### src/rtl/multdiv_sequencer.sv
// Sequencer for the shared multiply/divide datapaths: latches operands,
// drives the step counter, short-circuits divide-by-zero and posts results.
module multdiv_sequencer #(
    parameter int MULT_CYCLES = 16,
    parameter int DIV_CYCLES  = 32
) (
    input  logic        clock,
    input  logic        resetN,
    input  logic        ctrl_MULT,
    input  logic        ctrl_DIV,
    input  logic [31:0] data_operandA,
    input  logic [31:0] data_operandB,
    input  logic [31:0] mult_result,
    input  logic        mult_overflow,
    input  logic [31:0] div_result,
    output logic [31:0] opA,
    output logic [31:0] opB,
    output logic [5:0]  count,
    output logic        busy,
    output logic [31:0] data_result,
    output logic        data_exception,
    output logic        data_resultRDY
);

    localparam logic [5:0] PARK   = 6'h3F;
    localparam logic [5:0] MULT_N = 6'(MULT_CYCLES);
    localparam logic [5:0] DIV_N  = 6'(DIV_CYCLES);

    typedef enum logic [2:0] {
        IDLE,
        RUN_MULT,
        RUN_DIV,
        DIV_ZERO,
        DONE
    } state_t;

    state_t      state_q, state_d;
    logic [5:0]  count_q, count_d;
    logic [31:0] opa_q, opa_d;
    logic [31:0] opb_q, opb_d;
    logic [31:0] result_q, result_d;
    logic        exc_q, exc_d;
    logic        busy_q, busy_d;
    logic        rdy_q, rdy_d;

    always_comb begin
        state_d  = state_q;
        count_d  = count_q;
        opa_d    = opa_q;
        opb_d    = opb_q;
        result_d = result_q;
        exc_d    = exc_q;

        if (ctrl_MULT || ctrl_DIV) begin
            // A new request always wins, even over a completing op.
            opa_d = data_operandA;
            opb_d = data_operandB;
            if (ctrl_MULT) begin
                state_d = RUN_MULT;
                count_d = 6'd0;
            end else if (data_operandB == 32'd0) begin
                state_d = DIV_ZERO;
                count_d = PARK;
            end else begin
                state_d = RUN_DIV;
                count_d = 6'd0;
            end
        end else begin
            unique case (state_q)
                RUN_MULT: begin
                    if (count_q == MULT_N) begin
                        result_d = mult_result;
                        exc_d    = mult_overflow;
                        state_d  = DONE;
                        count_d  = PARK;
                    end else begin
                        count_d = count_q + 6'd1;
                    end
                end
                RUN_DIV: begin
                    if (count_q == DIV_N) begin
                        result_d = div_result;
                        exc_d    = 1'b0;
                        state_d  = DONE;
                        count_d  = PARK;
                    end else begin
                        count_d = count_q + 6'd1;
                    end
                end
                // Zero divisor: post the exception one edge after the request.
                DIV_ZERO: begin
                    result_d = 32'd0;
                    exc_d    = 1'b1;
                    state_d  = DONE;
                end
                DONE: begin
                    state_d = IDLE;
                end
                default: begin
                    state_d = IDLE;
                end
            endcase
        end

        busy_d = (state_d == RUN_MULT) || (state_d == RUN_DIV);
        rdy_d  = (state_d == DONE);
    end

    always_ff @(posedge clock or negedge resetN) begin
        if (!resetN) begin
            state_q  <= IDLE;
            count_q  <= PARK;
            opa_q    <= 32'd0;
            opb_q    <= 32'd0;
            result_q <= 32'd0;
            exc_q    <= 1'b0;
            busy_q   <= 1'b0;
            rdy_q    <= 1'b0;
        end else begin
            state_q  <= state_d;
            count_q  <= count_d;
            opa_q    <= opa_d;
            opb_q    <= opb_d;
            result_q <= result_d;
            exc_q    <= exc_d;
            busy_q   <= busy_d;
            rdy_q    <= rdy_d;
        end
    end

    assign opA            = opa_q;
    assign opB            = opb_q;
    assign count          = count_q;
    assign busy           = busy_q;
    assign data_result    = result_q;
    assign data_exception = exc_q;
    assign data_resultRDY = rdy_q;

endmodule

### config.mk
export PLATFORM = sky130hd
export DESIGN_NAME = multdiv_sequencer
export DESIGN_NICKNAME = d
export VERILOG_FILES = /design/src/rtl/multdiv_sequencer.sv
export SDC_FILE = /design/constraint.sdc
export NUM_CORES = 1
export LEC_CHECK = 0
export BUFFER_PORTS_ARGS = -buffer_cell sky130_fd_sc_hd__clkbuf_2
export CAP_MARGIN = 20
export CORE_ASPECT_RATIO = 1.1
export CORE_MARGIN = 3
export CORE_UTILIZATION = 40
export CTS_CLUSTER_DIAMETER = 50
export DETAILED_ROUTE_END_ITERATION = 8
export GPL_ROUTABILITY_DRIVEN = 0
export PLACE_DENSITY_LB_ADDON = 0.3
export SLEW_MARGIN = 20
export SYNTH_ARGS = -nofsm -noshare
export SYNTH_HDL_FRONTEND = slang
export SYNTH_SLANG_ARGS = --single-unit
### constraint.sdc
create_clock -name clock -period 2.4 [get_ports clock]
set_clock_uncertainty 0.15 [all_clocks]
set_input_delay 0.72 -clock clock [delete_from_list [all_inputs] [get_ports clock]]
set_output_delay 0.72 -clock clock [all_outputs]
set_load 0.02 [all_outputs]
==> results list <==
- The flow ran to the end, but the final reports show violations.
- The final reports fail on setup timing.
- The signal on the critical path passes through inv_2 > ha_1 > or3b_4 > o21ai_2 > a22oi_1 > or4_4 > buf_12 > mux2_1.
- In this design, the stage delay of the slowest critical-path cell is 480 ps.
- The synthesized design contains 108 register bits.
- Width of the chip: 111 um
* Post-synth top area cell: sky130_fd_sc_hd__dfrtp_1
* Setup total negative slack: -185 ps
* Via density per instance: 4.90
- The slowest stage of the critical path belongs to the cell sky130_fd_sc_hd__or4_4.
- Via count of the first global-routing pass: 4,052
- Timing would allow up to 0.412 GHz.
- For this configuration, the core starts out at a cell density of 41.5%.
- The number of clock buffers added by TritonCTS is 9.
- The H-tree generated during clock tree synthesis spans 3 levels.
- Final hold viol count: 0
* Internal power: 0.00353 W
* Global-route wire length before repair: 20,000 um
* TritonCTS clock tree: yes
- Fraction of registers with async set/reset: 100%
- Summing every instance area after synthesis gives 4830 um2.
* Post-Synthesis Net Count: 530
- Layout Nets: 775
* Max-cap viol count: 0
- Worst Setup Start Kind: register
* Synthesis warning total: 0
* Cts-stage hold buffer count: 0
* Total number of clock tree sinks: 108
- Vertical die dimension: 121 um
- The die covers 13,400 um2.
- In the final layout, the share of cells above drive strength 1 is 58.9%.
- After layout, the minimum clock period comes to 2420 ps.
- Switching power of the nets: 0.00153 W
- Total power: 0.00506 W
- After global routing the overflow that remains totals 0.
- # diodes: 0
* # DRC: 0
- The area growth from synthesis to layout is 37.8%.
* Wire length reported by the detailed router: 12,000 um
* Top_reg_cell synth: sky130_fd_sc_hd__dfrtp_1
- Synthesized area per cell: 12.2 um2
- Insertion delay to the later sink of the worst-skew pair: 330 ps
- Area inside the core boundary: 11,600 um2
- Arrival @ worst endpoint: 2490 ps
- Top routing layer used: met4
- Routed length on met3: 1070 um
- The number of max-slew violations in the final report was 0.
- Antenna Nets Post-Route: 0
- Area used by multi-input combinational logic: 2010 um2
- Power density over cell area: 761 nW/um2
* Number of buffers added on ports: 237
- Final clock period utilization by the worst path: 101%
- Global-route usage over all layers: 18.2%
- Synthesis produced 395 cells.
- Critical path class: register to register
* Buffer cell driving the clock tree root: sky130_fd_sc_hd__clkbuf_16
* Slew at the pin closest to its max-slew limit: 599 ps
- Among all cell types in the netlist, the one instantiated most often is sky130_fd_sc_hd__dfrtp_1.
* Drt wl/cell: 15.1 um
- Switch share: 30.3%
- Wire length on met2: 5710 um
* Number of fill cells: 1,004
* Leading cell types by count after synthesis: sky130_fd_sc_hd__dfrtp_1, sky130_fd_sc_hd__nand2_1, sky130_fd_sc_hd__mux2_2
* Detailed-routing wirelength on met1: 5060 um
- CTS Buffer Depth: 2
- Across all layers, the routed design uses 3,894 vias.
* Fraction of the yosys area taken by sequential cells: 56.1%
- For this design the static power due to leakage is 3.42 nW.
- Nature of the critical path endpoint: register
* Half-perimeter wire length after detailed placement: 9310 um
- Seq pwr share: 44.5%
* Pin count of the biggest net entering global routing: 48
- IR analysis of the VDD net gives a maximum drop of 0.368 mV.
- Seq. cell area: 2710 um2
- The synthesized design contains 0 enable-type register cells.
- The worst hold path belongs to the class primary input to asynchronous set/reset pin.
* Final-report setup violation count: 24
- Setup repair after global routing missed its margin: true
* Initial antenna violation count: 0
- Core Rows: 41
* Worst rel slew slack: 59.8%
* Worst setup slack after layout: -24.6 ps
- Sorting the synthesized cells by area gives the leading types as sky130_fd_sc_hd__dfrtp_1, sky130_fd_sc_hd__mux2_2, sky130_fd_sc_hd__mux2_4.
- Comb pwr share: 25.8%
* Data required time at the worst endpoint: 2470 ps
- The first detailed-routing pass ran for 4 iterations.
- Synth unique cells: 35
- During I/O placement, the number of pins put on the boundary was 238.
* Part of the total power dissipated in the clock network: 29.7%
- Along the worst path, the maximum fanout reaches 18.
- Area share of the leading cell type in the synthesized netlist: 52.9%
* DRC violation total after the first TritonRoute iteration: 108
- Clock transition at the register clock pins on the worst setup and hold paths after CTS: 70 ps
## power by group through the flow
stage | Clock, W | Combinational [W] | Sequential, W
floorplan | 0 | 0.000445 | 0.00258
global placement | 0 | 0.00128 | 0.00228
detailed placement | 0 | 0.00131 | 0.00228
CTS | 0.00156 | 0.00132 | 0.00225
global route | 0.00165 | 0.00141 | 0.00229
finish | 0.00150 | 0.00131 | 0.00225
## final timing paths
| check | depth (start not counted) | startpoint | endpoint | slack [ps] |
|---|---|---|---|---|
| worst max-delay path | 8 | count[0] | data_result[3] | -20 |
| worst min-delay path | 1 | resetN | data_result[14] | 110 |
| worst max register to register | 8 | count[0] | data_result[3] | -20 |
| worst min register to register | 1 | data_exception | data_exception | 350 |
| max in group asynchronous | 2 | resetN | count[4] | 1380 |
| min in group clock | 1 | data_exception | data_exception | 350 |
## per-stage QoR
step                      worst slack [ps]  utilization, %  hold slack, ps  cell area (um2)  std cells
after floorplan                      -19.7               -             274             4840        395
after global placement                -106            54.0             329             6290        777
after detailed placement              -168            54.0             337             6290        777
after CTS                            -21.1            57.0             110             6640        795
after global routing                  -126            57.2             116             6660        795
final                                -24.6            57.2             115             6660        795
## flip-flops by register name (all words and copies together), names as in the netlist
signal          flops
data_resultRDY      1
state_q             3
data_exception      1
opA                32
count               6
busy                1
opB                32
data_result        32
## cell families after synthesis
family	Yosys count	share of synthesized area (%)
DFF	108	56.1
adders and majority gates	2	0.518
buffers and inverters	29	2.88
AOI/OAI and AO/OA	53	6.04
muxes	97	24.7
and+or+nand+nor	104	9.36
xor gates and xnor gates	2	0.363
## layout by cell type, fill, tap and decap left out, drive strengths merged, types with 2 or more instances in the layout
cell / n
dfstp: 6
nand4: 2
o21ai: 40
nor4: 11
clkbuf: 246
nor2: 11
a21oi: 4
a211oi: 2
inv: 10
dfrtp: 102
buf: 19
nand2b: 3
clkinv: 3
nand2: 71
mux2: 97
ha: 2
## worst max-delay path: cells and delay by family (launching register included)
family / cells / cell delay, ps
compound gates: 2 / 190
fa+ha+maj: 1 / 120
buf+inv: 2 / 250
flops: 1 / 370
mux: 1 / 320
simple gates: 2 / 890
## cell type report
class / count / area share, %
flip-flops and latches: 108 / 40.7
multi-input cells: 258 / 30.2
repair buffers: 255 / 21.2
clock buffers: 10 / 3.59
well taps: 150 / 2.82
clock inverters: 6 / 1.05
inverters: 8 / 0.451
## metal layers
metal  vias to the layer above  GRT usage [%]
met4                         0           5.31
met3                        17           5.54
met2                       180           30.4
li1                       1857              -
met5                         -              0
met1                      1840           23.0
## timing repair
action	in CTS	in global routing
gates cloned	1	0
resized for setup	2	4
setup buffers	1	0
endpoints found under the setup margin	32	33
No activity file was read; power rests on OpenSTA's default activity.
